<file path="src/rtl/instruction_fetch_if.sv">
// Fetch-side bundle: instruction memory port, branch redirect and decode handshake.
// The fetch unit is the master; memory, branch logic and decode sit on the slave side.
interface instruction_fetch_if;
    logic [31:0] fetch_address;
    logic [31:0] fetch_data;
    logic        branch_taken;
    logic [31:0] branch_target;
    logic        inst_ready;
    logic        inst_valid;
    logic [31:0] inst_out;
    logic [31:0] inst_pc;
    logic        fetch_fault;

    modport master (
        output fetch_address,
        input  fetch_data,
        input  branch_taken,
        input  branch_target,
        input  inst_ready,
        output inst_valid,
        output inst_out,
        output inst_pc,
        output fetch_fault
    );

    modport slave (
        input  fetch_address,
        output fetch_data,
        output branch_taken,
        output branch_target,
        output inst_ready,
        input  inst_valid,
        input  inst_out,
        input  inst_pc,
        input  fetch_fault
    );
endinterface

</file>
<file path="src/rtl/instruction_fetch.sv">
// Instruction fetch unit: sequential PC generation, one read in flight to a
// synchronous instruction memory, and a 2-entry {instruction, pc} queue towards decode.
// Branch redirects flush the queue and drop the in-flight read.
// Optional build macro FETCH_FAULT_CHECK_EN: misaligned or out-of-range fetch
// addresses raise a sticky fetch_fault and halt fetching until reset. Without it,
// branch targets are word-aligned by dropping bits [1:0] and the PC wraps at MEM_BYTES.
module instruction_fetch #(
    parameter logic [31:0] RESET_PC  = 32'h0000_0000,
    parameter int unsigned MEM_BYTES = 2048
) (
    input  logic                clk,
    input  logic                resetn,
    instruction_fetch_if.master fbus
);
    localparam int unsigned     XLEN    = 32;
    localparam int unsigned     CNT_W   = 2;
    localparam int unsigned     OCC_W   = CNT_W + 1;
    localparam logic [XLEN-1:0] PC_STEP = XLEN'(4);
    localparam logic [XLEN-1:0] LAST_PC = XLEN'(MEM_BYTES - 4);

    typedef struct packed {
        logic [XLEN-1:0] inst;
        logic [XLEN-1:0] pc;
    } fifo_entry_t;

    // Architectural state
    logic [XLEN-1:0]  pc_q,     pc_d;
    logic             req_q,    req_d;
    logic [XLEN-1:0]  req_pc_q, req_pc_d;
    fifo_entry_t      head_q,   head_d;
    fifo_entry_t      tail_q,   tail_d;
    logic [CNT_W-1:0] count_q,  count_d;
    logic             valid_q,  valid_d;
    logic             fault_q,  fault_d;

    // Per-cycle decisions
    logic             pop_c;
    logic             redirect_c;
    logic             push_c;
    logic             issue_c;
    logic             fault_set_c;
    logic [OCC_W-1:0] occ_c;
    logic [XLEN-1:0]  target_c;
    logic [XLEN-1:0]  seq_pc_c;
    fifo_entry_t      new_entry_c;

    // Outputs come straight from registers
    assign fbus.fetch_address = pc_q;
    assign fbus.inst_valid    = valid_q;
    assign fbus.inst_out      = head_q.inst;
    assign fbus.inst_pc       = head_q.pc;
`ifdef FETCH_FAULT_CHECK_EN
    assign fbus.fetch_fault   = fault_q;
`else
    assign fbus.fetch_fault   = 1'b0;
`endif

    // Next-state: redirect/fault flush, queue push/pop, and issue of the next read
    always_comb begin
        pc_d     = pc_q;
        req_d    = 1'b0;
        req_pc_d = req_pc_q;
        head_d   = head_q;
        tail_d   = tail_q;
        count_d  = count_q;
        fault_d  = fault_q;

        pop_c      = valid_q && fbus.inst_ready;
        redirect_c = fbus.branch_taken && !fault_q;
        push_c     = req_q && !redirect_c;
        // Occupancy the queue would reach if the read issued now lands
        occ_c      = OCC_W'(count_q) + OCC_W'(req_q) - OCC_W'(pop_c);
        issue_c    = !fault_q && !redirect_c && (occ_c <= OCC_W'(1));

`ifdef FETCH_FAULT_CHECK_EN
        target_c    = fbus.branch_target;
        seq_pc_c    = pc_q + PC_STEP;
        fault_set_c = (redirect_c && ((target_c[1:0] != 2'b00) || (target_c > LAST_PC)))
                   || (issue_c && (pc_q > LAST_PC));
`else
        target_c    = fbus.branch_target & ~XLEN'(3);
        seq_pc_c    = (pc_q >= LAST_PC) ? '0 : (pc_q + PC_STEP);
        fault_set_c = 1'b0;
`endif

        new_entry_c = '{inst: fbus.fetch_data, pc: req_pc_q};

        if (fault_set_c) begin
            // Park on the offending address with nothing queued or in flight
            fault_d = 1'b1;
            count_d = '0;
            pc_d    = redirect_c ? target_c : pc_q;
        end else if (redirect_c) begin
            count_d = '0;
            pc_d    = target_c;
        end else begin
            unique case ({push_c, pop_c})
                2'b10: begin
                    if (count_q == '0) begin
                        head_d = new_entry_c;
                    end else begin
                        tail_d = new_entry_c;
                    end
                    count_d = count_q + CNT_W'(1);
                end
                2'b01: begin
                    head_d  = tail_q;
                    count_d = count_q - CNT_W'(1);
                end
                2'b11: begin
                    if (count_q == CNT_W'(1)) begin
                        head_d = new_entry_c;
                    end else begin
                        head_d = tail_q;
                        tail_d = new_entry_c;
                    end
                end
                default: begin
                end
            endcase

            if (issue_c) begin
                req_d    = 1'b1;
                req_pc_d = pc_q;
                pc_d     = seq_pc_c;
            end
        end

        valid_d = (count_d != '0);
    end

    // State register with asynchronous active-low reset
    always_ff @(posedge clk or negedge resetn) begin
        if (!resetn) begin
            pc_q     <= RESET_PC;
            req_q    <= 1'b0;
            req_pc_q <= '0;
            head_q   <= '0;
            tail_q   <= '0;
            count_q  <= '0;
            valid_q  <= 1'b0;
            fault_q  <= 1'b0;
        end else begin
            pc_q     <= pc_d;
            req_q    <= req_d;
            req_pc_q <= req_pc_d;
            head_q   <= head_d;
            tail_q   <= tail_d;
            count_q  <= count_d;
            valid_q  <= valid_d;
            fault_q  <= fault_d;
        end
    end
endmodule

</file>
<file path="src/flat_wrapper.sv">
// flat-port wrapper written by rule: the top's interface ports become plain ports
module instruction_fetch_flat 
#(
    parameter logic [31:0] RESET_PC  = 32'h0000_0000,
    parameter int unsigned MEM_BYTES = 2048
)
  (clk, resetn, fbus_fetch_address, fbus_fetch_data, fbus_branch_taken, fbus_branch_target, fbus_inst_ready, fbus_inst_valid, fbus_inst_out, fbus_inst_pc, fbus_fetch_fault);
  instruction_fetch_if fbus_i ();
  input  logic clk;
  input  logic resetn;
  output wire logic [$bits(fbus_i.fetch_address)-1:0] fbus_fetch_address;
  input wire logic [$bits(fbus_i.fetch_data)-1:0] fbus_fetch_data;
  input wire logic [$bits(fbus_i.branch_taken)-1:0] fbus_branch_taken;
  input wire logic [$bits(fbus_i.branch_target)-1:0] fbus_branch_target;
  input wire logic [$bits(fbus_i.inst_ready)-1:0] fbus_inst_ready;
  output wire logic [$bits(fbus_i.inst_valid)-1:0] fbus_inst_valid;
  output wire logic [$bits(fbus_i.inst_out)-1:0] fbus_inst_out;
  output wire logic [$bits(fbus_i.inst_pc)-1:0] fbus_inst_pc;
  output wire logic [$bits(fbus_i.fetch_fault)-1:0] fbus_fetch_fault;
  assign fbus_fetch_address = fbus_i.fetch_address;
  assign fbus_i.fetch_data = fbus_fetch_data;
  assign fbus_i.branch_taken = fbus_branch_taken;
  assign fbus_i.branch_target = fbus_branch_target;
  assign fbus_i.inst_ready = fbus_inst_ready;
  assign fbus_inst_valid = fbus_i.inst_valid;
  assign fbus_inst_out = fbus_i.inst_out;
  assign fbus_inst_pc = fbus_i.inst_pc;
  assign fbus_fetch_fault = fbus_i.fetch_fault;
  instruction_fetch #(.RESET_PC(RESET_PC), .MEM_BYTES(MEM_BYTES)) u_core (.clk(clk), .resetn(resetn), .fbus(fbus_i));
endmodule
</file>
<file path="config.mk">
export PLATFORM = sky130hd
export DESIGN_NAME = instruction_fetch_flat
export DESIGN_NICKNAME = d
export VERILOG_FILES = /design/src/rtl/instruction_fetch_if.sv /design/src/rtl/instruction_fetch.sv /design/src/flat_wrapper.sv
export SDC_FILE = /design/constraint.sdc
export NUM_CORES = 1
export LEC_CHECK = 0
export ABC_CLOCK_PERIOD_IN_PS = 7450
export BUFFER_PORTS_ARGS = -buffer_cell sky130_fd_sc_hd__buf_2
export CAP_MARGIN = 30
export CORE_MARGIN = 2
export CORE_UTILIZATION = 30
export DETAILED_ROUTE_END_ITERATION = 10
export PLACE_DENSITY = 0.54
export SYNTH_ARGS = -nofsm -noshare
export SYNTH_HDL_FRONTEND = slang
export SYNTH_SLANG_ARGS = --single-unit
</file>
<file path="constraint.sdc">
create_clock -name clk -period 7.45 [get_ports clk]
set_input_delay 0.3725 -clock clk [delete_from_list [all_inputs] [get_ports clk]]
set_output_delay 0.3725 -clock clk [all_outputs]
set_load 0.02 [all_outputs]
</file>
==> results of run 1 <==
[routing by layer]
metal	wire length, um	vias to the layer above
met5	0	-
met4	264	0
met3	889	16
met2	9200	159
met1	10200	2905
li1	-	2807
[where the power goes]
| part | internal [uW] | switching (uW) | total, uW | leakage, uW |
|---|---|---|---|---|
| Combinational | 259 | 350 | 608 | 0.00191 |
| Sequential | 1240 | 137 | 1380 | 0.00237 |
| Clock | 525 | 429 | 954 | 0.000300 |
| Total | 2030 | 915 | 2940 | 0.00459 |
[synthesized netlist by cell type, types with 2 or more instances]
master / count / area (um2)
and4_1: 3 / 26.3
and2_1: 2 / 12.5
nand4_1: 4 / 25.0
a211oi_2: 8 / 100
xnor2_1: 10 / 87.6
nand3_1: 4 / 20.0
a31oi_1: 3 / 18.8
nand2b_1: 2 / 12.5
nor3_1: 7 / 35.0
ha_1: 6 / 75.1
mux2_2: 88 / 991
buf_4: 5 / 37.5
o21a_1: 3 / 22.5
nand3_2: 2 / 20.0
clkbuf_1: 30 / 113
a2bb2oi_1: 2 / 17.5
o21ai_1: 4 / 20.0
nor2_1: 25 / 93.8
mux2_1: 4 / 45.0
a311oi_1: 3 / 26.3
nand2_1: 100 / 375
buf_6: 2 / 22.5
nor3_2: 6 / 60.1
nor4_1: 5 / 31.3
inv_1: 10 / 37.5
o21ai_0: 74 / 370
buf_2: 16 / 80.1
mux2i_1: 2 / 20.0
a21oi_1: 9 / 45.0
a22oi_1: 63 / 473
o41ai_1: 2 / 17.5
dfrtp_1: 188 / 4700
[registers in the layout (all words and copies together), names as in the netlist]
name                       flops
u_core.count_q                 2
u_core.req_q                   1
u_core.tail_q                 62
u_core.req_pc_q               30
u_core.fbus.fetch_address     30
u_core.fbus.inst_pc           30
u_core.fbus.inst_out          32
u_core.fbus.inst_valid         1
[how the worst max path moves through the flow]
stage                                       to                        startpoint  cells after the start
2_1_floorplan  u_core.req_pc_q[10]$_DFFE_PN0P_  u_core.fbus.inst_valid$_DFF_PN0_                     10
3_3_place_gp     u_core.tail_q[45]$_DFFE_PN0P_                 fbus_branch_taken                     10
3_5_place_dp     u_core.tail_q[24]$_DFFE_PN0P_                 fbus_branch_taken                     10
4_1_cts          u_core.tail_q[24]$_DFFE_PN0P_                 fbus_branch_taken                     10
5_1_grt          u_core.tail_q[24]$_DFFE_PN0P_                 fbus_branch_taken                     10
6_report         u_core.tail_q[21]$_DFFE_PN0P_                 fbus_branch_taken                     10
[worst reg2reg max path, stage by stage, from the launching register on]
cell and delay [ps]:
dfrtp_1 380, nand2_1 180, xnor2_1 150, ha_1 170, inv_1 50, fa_1 420, xnor2_2 250, nand2_1 80
buf_4 240, nor3_2 340, buf_4 290, and3b_1 200
[cells by family (layout without fill, tap and decap cells)]
logic type | Yosys count | count (layout) | share of synthesized area [%]
DFF | 188 | 188 | 57.2
AOI/OAI and AO/OA | 175 | 175 | 13.9
and+or+nand+nor | 172 | 172 | 10.1
muxes | 94 | 94 | 12.8
buffers and inverters | 63 | 213 | 3.53
xor gates and xnor gates | 11 | 11 | 1.26
adders and majority gates | 7 | 7 | 1.16
other | 1 | 6 | 0.0456
[per-stage QoR]
| stage | hold slack, ps | cell area, um2 | std cells | utilization (%) |
|---|---|---|---|---|
| detailed placement | 466 | 9360 | 1172 | 34.7 |
| global placement | 456 | 9310 | 1170 | 34.5 |
| CTS | 123 | 9970 | 1204 | 37.0 |
| finish | 150 | 10000 | 1207 | 37.1 |
| floorplan | 76.9 | 8240 | 715 | - |
| global route | 140 | 10000 | 1206 | 37.1 |
[final cells by class]
type	instances	area share (%)
Timing Repair Buffer	171	9.51
Multi-Input combinational cell	464	32.7
Clock inverter	12	1.53
Sequential cell	188	47.0
Clock buffer	20	4.56
Tap cell	341	4.26
Inverter	10	0.375
Antenna cell	1	0.0250
[placed cells by master (no fill, tap or decap), drive strengths merged, types with 4 or more instances in the layout]
master,count
dfrtp,188
buf,169
nand2,101
mux2,92
o21ai,78
a22oi,63
nor2,26
clkbuf,21
inv,16
nor3,14
xnor2,11
a21oi,10
a211oi,9
nor4,7
ha,6
nand3,6
conb,5
nand4,4
clkinv,4
and4,4
==> flow_summary.json, run 1 <==
{
  "outcome": "completed",
  "cp.required_ps": 7750,
  "reg2reg_from": "u_core.fbus.inst_valid$_DFF_PN0_",
  "postCtsHoldBufs": 0,
  "drc": 0,
  "maxCapViolCount": 0,
  "row_count": 60,
  "path_max_fanout": 42,
  "dp_hpwl_um": 13100,
  "ys.flop_type": "dfrtp_1",
  "core_area_um2": 27000,
  "fin_crit_sh_pct": 39.8,
  "clock_latency_ps": 430,
  "period_minus_slack_ps": 2960,
  "port_buffers": 158,
  "max_slew.worst_pin.slew_ps": 916,
  "max_freq_mhz": 337,
  "reg2reg_depth": 11,
  "multiInputGateArea_um2": 3280,
  "drive_gt1_share_pct": 36.9,
  "fill_cells": 2710,
  "antenna_found_initial": 0,
  "place_ws_ps": 4020,
  "post_drt_via_cell_ratio": 4.88,
  "cp_num_buf_inv": 4,
  "ys_async_sr_fraction_pct": 100,
  "grt.total_usage_pct": 14.6,
  "cts_htree_levels": 4,
  "max_slew_margin_pct": 38.9,
  "p_total_uw": 2940,
  "peakVddDrop_mv": 0.124,
  "path_class": "input pin to flip-flop",
  "drv_slew": 0,
  "hold_violations": 0,
  "boundaryPins": 166,
  "synthesis.area_um2": 8230,
  "seq_area_um2": 4700,
  "post-cts-setup-buffer-count": 0,
  "min_to": "u_core.fbus.fetch_address[31]$_DFFE_PN0P_",
  "die_area_um2": 28800,
  "finClkSkew_ps": 12.9,
  "syn_area_per_cell_um2": 11.6,
  "cts_buffers": 17,
  "rrSetupSlack_ps": 4590,
  "clk_transition_reported_paths_ps": 70,
  "timing.rr.end": "u_core.fbus.fetch_address[22]$_DFFE_PN0P_",
  "cts-resized-gates": 0,
  "layout.nets": 927,
  "drt-initial-drc-count": 262,
  "ys_types": 51,
  "finalSetupViolations": 0,
  "first_pass_iters": 4,
  "area_delta_synth_final_pct": 21.6,
  "synth_cells": 711,
  "clk_path_buf_depth": 2,
  "finalSetupTns_ps": 0,
  "use_met3_pct": 3.06,
  "powerDensity_nw_per_um2": 294,
  "die_w_um": 170,
  "gr-max-usage-layer": "met2",
  "crit_family": "buffers and inverters",
  "grt_overflow": 0,
  "grt_pass1_vias": 5833,
  "hp-start": "fbus_branch_target[31]",
  "max_stage_delay_ps": 660,
  "crit_chain": "buf_2, buf_4, nand2b_1, inv_1, ha_1, nand2_1, nand2_1, a21oi_4, buf_4, mux2_2",
  "drtAntennaViolNets": 0,
  "synth_seq_cells": 188,
  "critPathArrivalTime_ps": 3270,
  "die_h_um": 170,
  "grt_max_degree": 119,
  "wl_per_cell_um": 17.1,
  "ys.warnings.count": 0,
  "cts_tree": "yes",
  "power.leakage_uw": 0.00459,
  "layout_setup_ws_ps": 4490,
  "grt_pass1_wl_um": 32500,
  "start_util_pct": 30.5,
  "rsz0062_at_grt": "false",
  "synth_edf_count": 0,
  "drt-total-wl_um": 20600,
  "place_congestion": 0.752,
  "grtUsageMet1_pct": 21.2,
  "met2_usage_pct": 22.1,
  "hp-class": "input pin to flip-flop",
  "crit_path_start_kind": "input pin",
  "slowest_stage": "buf_4",
  "cts_sinks": 188,
  "seq_area_frac_synth_pct": 57.2,
  "cp-end-kind": "flip-flop",
  "whs_path_depth": 3,
  "cts_root_buf": "clkbuf_16",
  "vias": 5887
}
Power figures use the tool's default switching activity.
==> run 2, diff against run 1 <==
--- a/config.mk
+++ b/config.mk
@@ -5,7 +5,7 @@
 export SDC_FILE = /design/constraint.sdc
 export NUM_CORES = 1
 export LEC_CHECK = 0
-export ABC_CLOCK_PERIOD_IN_PS = 7450
+export ABC_CLOCK_PERIOD_IN_PS = 2900
 export BUFFER_PORTS_ARGS = -buffer_cell sky130_fd_sc_hd__buf_2
 export CAP_MARGIN = 30
 export CORE_MARGIN = 2
==> constraint.sdc (replaced) <==
create_clock -name clk -period 2.9 [get_ports clk]
set_input_delay 0.145 -clock clk [delete_from_list [all_inputs] [get_ports clk]]
set_output_delay 0.145 -clock clk [all_outputs]
set_load 0.02 [all_outputs]
==> run 2 against run 1 <==
Clock power grew to 2.6 times the previous value. Core utilization rose by 2.7 points. Clock skew rose by 3.6 ps. Clock-buffer cell count shrank 3. Sequential power rose to 2.6 times the previous value. Global-route usage grew 0.82 points. Register-to-register slack worse by 4300 ps. Via count up 4.2%. Routed wire length rose by 3.3%. Critical path type is now flip-flop to flip-flop.
==> flow_summary.json, run 2 (synthesis results as in run 1) <==
{
  "cts_sinks": 188,
  "final_cells": 1278,
  "crit_family": "adder cells",
  "max_freq_mhz": 382,
  "regMostFlops": "u_core.tail_q",
  "clk_path_buf_depth": 2,
  "grt_max_degree": 65,
  "cts_root_buf": "clkbuf_16",
  "die_area_um2": 28800,
  "drv_slew": 0,
  "place_congestion": 0.753,
  "largest_reg_flops": 62,
  "cts_htree_levels": 4,
  "crit_path_start_kind": "flip-flop",
  "dp_hpwl_um": 13700,
  "fin_crit_sh_pct": 90.2,
  "place_inst": 1185,
  "core_area_um2": 27000,
  "critPathArrivalTime_ps": 2930,
  "final_common_cell": "dfrtp_1",
  "row_count": 60,
  "powerDensity_nw_per_um2": 715,
  "layout.nets": 999,
  "max_slew_margin_pct": 63.5,
  "cp-end-kind": "flip-flop",
  "start_util_pct": 30.5,
  "cp.required_ps": 3220,
  "num_antenna_cells": 0,
  "wl_per_cell_um": 16.6,
  "crit_path_start": "u_core.fbus.inst_valid$_DFF_PN0_",
  "drive_gt1_share_pct": 35.5,
  "drt-total-wl_um": 21300,
  "post_drt_via_cell_ratio": 4.80,
  "max_stage_delay_ps": 420,
  "die_w_um": 170,
  "finClkSkew_ps": 16.6,
  "hp-start": "fbus_branch_target[3]",
  "path_max_fanout": 31,
  "area_delta_synth_final_pct": 30.3,
  "crit_chain": "nand2_1, xnor2_1, ha_1, inv_1, fa_1, xnor2_2, nand2_2, nor2_4, buf_12, mux2_2",
  "seq_area_um2": 4700,
  "hp-class": "input pin to flip-flop",
  "drt-initial-drc-count": 399,
  "max_slew.worst_pin.slew_ps": 547,
  "vias": 6137,
  "power.leakage_uw": 0.00490,
  "cts_buffers": 17,
  "finalSetupTns_ps": 0,
  "period_minus_slack_ps": 2620,
  "clk_transition_reported_paths_ps": 70,
  "cts_tree": "yes",
  "port_buffers": 158,
  "p_total_uw": 7660,
  "grt_pass1_vias": 6188,
  "maxCapViolCount": 0,
  "slowest_stage": "fa_1",
  "clock_latency_ps": 440,
  "die_h_um": 170,
  "rsz0062_at_grt": "false",
  "multiInputGateArea_um2": 3280,
  "grt_overflow": 0,
  "finalSetupViolations": 0,
  "grt.total_usage_pct": 15.4,
  "path_class": "flip-flop to flip-flop",
  "hold_violations": 0,
  "outcome": "completed",
  "antenna_found_initial": 0,
  "boundaryPins": 166,
  "drc": 0,
  "cp_num_buf_inv": 2,
  "first_pass_iters": 4,
  "final_cell_mix": "dfrtp_1, buf_2, nand2_1, mux2_2, o21ai_0",
  "drtAntennaViolNets": 0,
  "grt_pass1_wl_um": 34300,
  "reg2reg_from": "u_core.fbus.inst_valid$_DFF_PN0_",
  "post-cts-setup-buffer-count": 0,
  "fill_cells": 2613,
  "peakVddDrop_mv": 0.317
}
[run 2: tightest hold or removal path, stage by stage]
cell     delay [ps]
buf_2            80
nor2_1           50
a31oi_1         160
[run 2: per-layer routing]
metal | part of all wire (%) | up-vias | track usage, %
met2 | 46 | 142 | 24.4
met1 | 49 | 3022 | 21.3
met5 | 0 | - | 0
met4 | 1.3 | 0 | 3.83
met3 | 3.8 | 14 | 3.59
li1 | - | 2959 | -
[run 2: repair_timing]
action	in CTS	in global routing
gates resized for setup	0	1
setup endpoints to repair	0	14
hold buffers	61	0
hold endpoints to repair	119	0
[run 2: layout make-up]
cell class / instances / share of cell area (%)
flip-flops and latches: 188 / 43.9
clock inverters: 15 / 1.86
repair buffers: 243 / 15.4
multi-input cells: 464 / 30.6
clock buffers: 17 / 3.97
well taps: 341 / 3.98
inverters: 10 / 0.350
[run 2: report_power, final]
group	switching, uW	internal (uW)	leakage, uW	total, uW
Combinational	922	735	0.00223	1660
Clock	1140	1320	0.000299	2460
Sequential	352	3190	0.00237	3540
[run 2: stage by stage]
step           cell area (um2)  worst slack (ps)  utilization [%]  hold slack [ps]
6_report                 10700               283             39.8             53.3
5_1_grt                  10700              50.2             39.8             58.3
4_1_cts                  10700               162             39.8             38.6
3_5_place_dp              9490               194             35.2              186
3_3_place_gp              9490               231             35.2              190
2_1_floorplan             8240               328                -             -151
[run 2: final timing paths]
check / to / slack [ps] / depth (start not counted)
max in group asynchronous: u_core.fbus.fetch_address[6]$_DFFE_PN0P_ / 1780 / 3
worst min-delay path: u_core.fbus.fetch_address[3]$_DFFE_PN0P_ / 50 / 3
worst min register to register: u_core.fbus.inst_out[24]$_DFFE_PN0P_ / 470 / 2
worst max register to register: u_core.req_pc_q[27]$_DFFE_PN0P_ / 280 / 10
min in group asynchronous: u_core.fbus.inst_out[22]$_DFFE_PN0P_ / 270 / 2
worst max-delay path: u_core.req_pc_q[27]$_DFFE_PN0P_ / 280 / 10
==> run 3, diff against run 2 <==
--- a/config.mk
+++ b/config.mk
@@ -9,9 +9,9 @@
 export BUFFER_PORTS_ARGS = -buffer_cell sky130_fd_sc_hd__buf_2
 export CAP_MARGIN = 30
 export CORE_MARGIN = 2
-export CORE_UTILIZATION = 30
+export CORE_UTILIZATION = 45
 export DETAILED_ROUTE_END_ITERATION = 10
-export PLACE_DENSITY = 0.54
+export PLACE_DENSITY = 0.72
 export SYNTH_ARGS = -nofsm -noshare
 export SYNTH_HDL_FRONTEND = slang
 export SYNTH_SLANG_ARGS = --single-unit
==> run 3 against run 2 <==
Sequential power about the same. Worst hold slack got worse by 20 ps. Power decreased by 3.1%. Cell count decreased by 9.9%. Clock power decreased by 9.3%. Via count increased by 0.33%. Clock-buffer cell count increased by 3. Setup slack got worse by 110 ps. Combinational power about the same.
==> flow_summary.json, run 3 (synthesis results as in run 1) <==
{
  "period_minus_slack_ps": 2730,
  "p_seq_share_pct": 47.7,
  "dp_hpwl_um": 12300,
  "p_comb_share_pct": 22.3,
  "regMostFlops": "u_core.tail_q",
  "drtAntennaViolNets": 0,
  "grt_max_degree": 105,
  "routed.top_layer": "met4",
  "p_int_uw": 5160,
  "met2_length_um": 9390,
  "drive_gt1_share_pct": 34.7,
  "hold_violations": 0,
  "p_clk_share_pct": 30.0,
  "wl_per_cell_um": 17.1,
  "cts_tree": "yes",
  "grt_pass1_wl_um": 32100,
  "fin_crit_sh_pct": 94.0,
  "path_max_fanout": 21,
  "port_buffers": 158,
  "finalSetupTns_ps": 0,
  "switching_share_pct": 30.5,
  "crit_path_start_kind": "flip-flop",
  "path_class": "flip-flop to flip-flop",
  "drc": 0,
  "max_slew_margin_pct": 47.9,
  "grt.total_usage_pct": 20.7,
  "die_h_um": 139,
  "grt_pass1_vias": 6066,
  "area_delta_synth_final_pct": 26.8,
  "maxCapViolCount": 0,
  "layout_setup_ws_ps": 173,
  "postCtsHoldBufs": 58,
  "die_w_um": 139,
  "grt_overflow": 0,
  "peakVddDrop_mv": 0.434,
  "clk_transition_reported_paths_ps": 60,
  "vias": 6157,
  "core_area_um2": 18000,
  "finalSetupViolations": 0,
  "outcome": "completed",
  "drt-total-wl_um": 19700,
  "antenna_found_initial": 0,
  "clock_latency_ps": 430,
  "die_area_um2": 19400,
  "critPathArrivalTime_ps": 3030,
  "row_count": 49,
  "num_antenna_cells": 0,
  "cts-resized-gates": 0,
  "final_util_pct": 58.1,
  "drt-initial-drc-count": 228,
  "start_util_pct": 45.8,
  "finClkSkew_ps": 14.2,
  "final_common_cell": "dfrtp_1",
  "power.leakage_uw": 0.00481,
  "drv_slew": 0,
  "p_total_uw": 7430,
  "post-cts-setup-buffer-count": 0,
  "p_switching_uw": 2270,
  "post_drt_via_cell_ratio": 5.35,
  "rsz0062_at_grt": "false",
  "final_cell_mix": "dfrtp_1, buf_2, nand2_1, mux2_2, o21ai_0",
  "cts_root_buf": "clkbuf_16",
  "cts_sinks": 188,
  "cp.required_ps": 3200,
  "cts_htree_levels": 4,
  "first_pass_iters": 5,
  "largest_reg_flops": 62,
  "boundaryPins": 166,
  "layout.nets": 987,
  "powerDensity_nw_per_um2": 712,
  "hp-class": "input pin to flip-flop",
  "place_ws_ps": 186,
  "max_slew.worst_pin.slew_ps": 781,
  "met3WireLength_um": 937,
  "clk_path_buf_depth": 2,
  "cp-end-kind": "flip-flop",
  "met1_length_um": 9090,
  "cts_buffers": 17,
  "max_freq_mhz": 367,
  "place_congestion": 0.860
}
-- run 3: cell count changes in the layout (fill, tap and decap cells not counted), sizes merged --
| cell | change |
|---|---|
| clkinv | +1 |
| clkbuf | +3 |
| bufinv | -1 |
| buf | -9 |
| inv | -7 |
| dlygate4sd3 | -3 |
| clkinvlp | +1 |
-- run 3: per-stage QoR --
stage | hold slack, ps | cell area, um2 | std cells
floorplan | -151 | 8240 | 715
global placement | 269 | 9290 | 1064
detailed placement | 272 | 9290 | 1064
CTS | 23.9 | 10400 | 1151
global route | 18.6 | 10400 | 1151
finish | 32.8 | 10400 | 1151
-- run 3: power by group through the flow --
stage                     Sequential, uW  Combinational (uW)  Clock (uW)
after floorplan                     3860                 707           0
after global placement              3560                1570           0
after detailed placement            3590                1610           0
after CTS                           3540                1670        2290
after global routing                3620                1810        2390
final                               3540                1650        2230
-- run 3: final timing paths --
check	start	end	slack, ps	cells past startpoint
setup / recovery	u_core.fbus.inst_valid$_DFF_PN0_	u_core.req_pc_q[7]$_DFFE_PN0P_	170	10
hold / removal	fbus_branch_target[8]	u_core.fbus.fetch_address[8]$_DFFE_PN0P_	30	3
setup reg to reg	u_core.fbus.inst_valid$_DFF_PN0_	u_core.req_pc_q[7]$_DFFE_PN0P_	170	10
hold reg to reg	u_core.fbus.inst_pc[6]$_DFFE_PN0P_	u_core.fbus.inst_pc[6]$_DFFE_PN0P_	470	2
max in group asynchronous	resetn	u_core.fbus.fetch_address[3]$_DFFE_PN0P_	1690	3
min in group asynchronous	resetn	u_core.fbus.inst_out[4]$_DFFE_PN0P_	330	2
-- run 3: layout make-up --
cell class / instances / area [um2]
clock buffers: 20 / 467
repair buffers: 231 / 1570
multi-input cells: 464 / 3280
flip-flops and latches: 188 / 4700
clock inverters: 9 / 92.6
well taps: 229 / 287
inverters: 10 / 37.5
fillers: 1518 / 7530
-- run 3: worst max-delay path, cell delays in order (launching register included) --
cell and delay (ps):
dfrtp_1 370, nand2_1 170, xnor2_1 160, ha_1 180, inv_1 50, fa_1 420
xnor2_2 250, nand2_1 190, nor2_4 120, buf_4 310, mux2_2 380
-- run 3: layer usage --
| metal | GRT usage [%] | vias to the layer above |
|---|---|---|
| met5 | 0 | - |
| met1 | 28.6 | 3037 |
| li1 | - | 2930 |
| met2 | 33.5 | 173 |
| met3 | 3.99 | 17 |
| met4 | 6.27 | 0 |
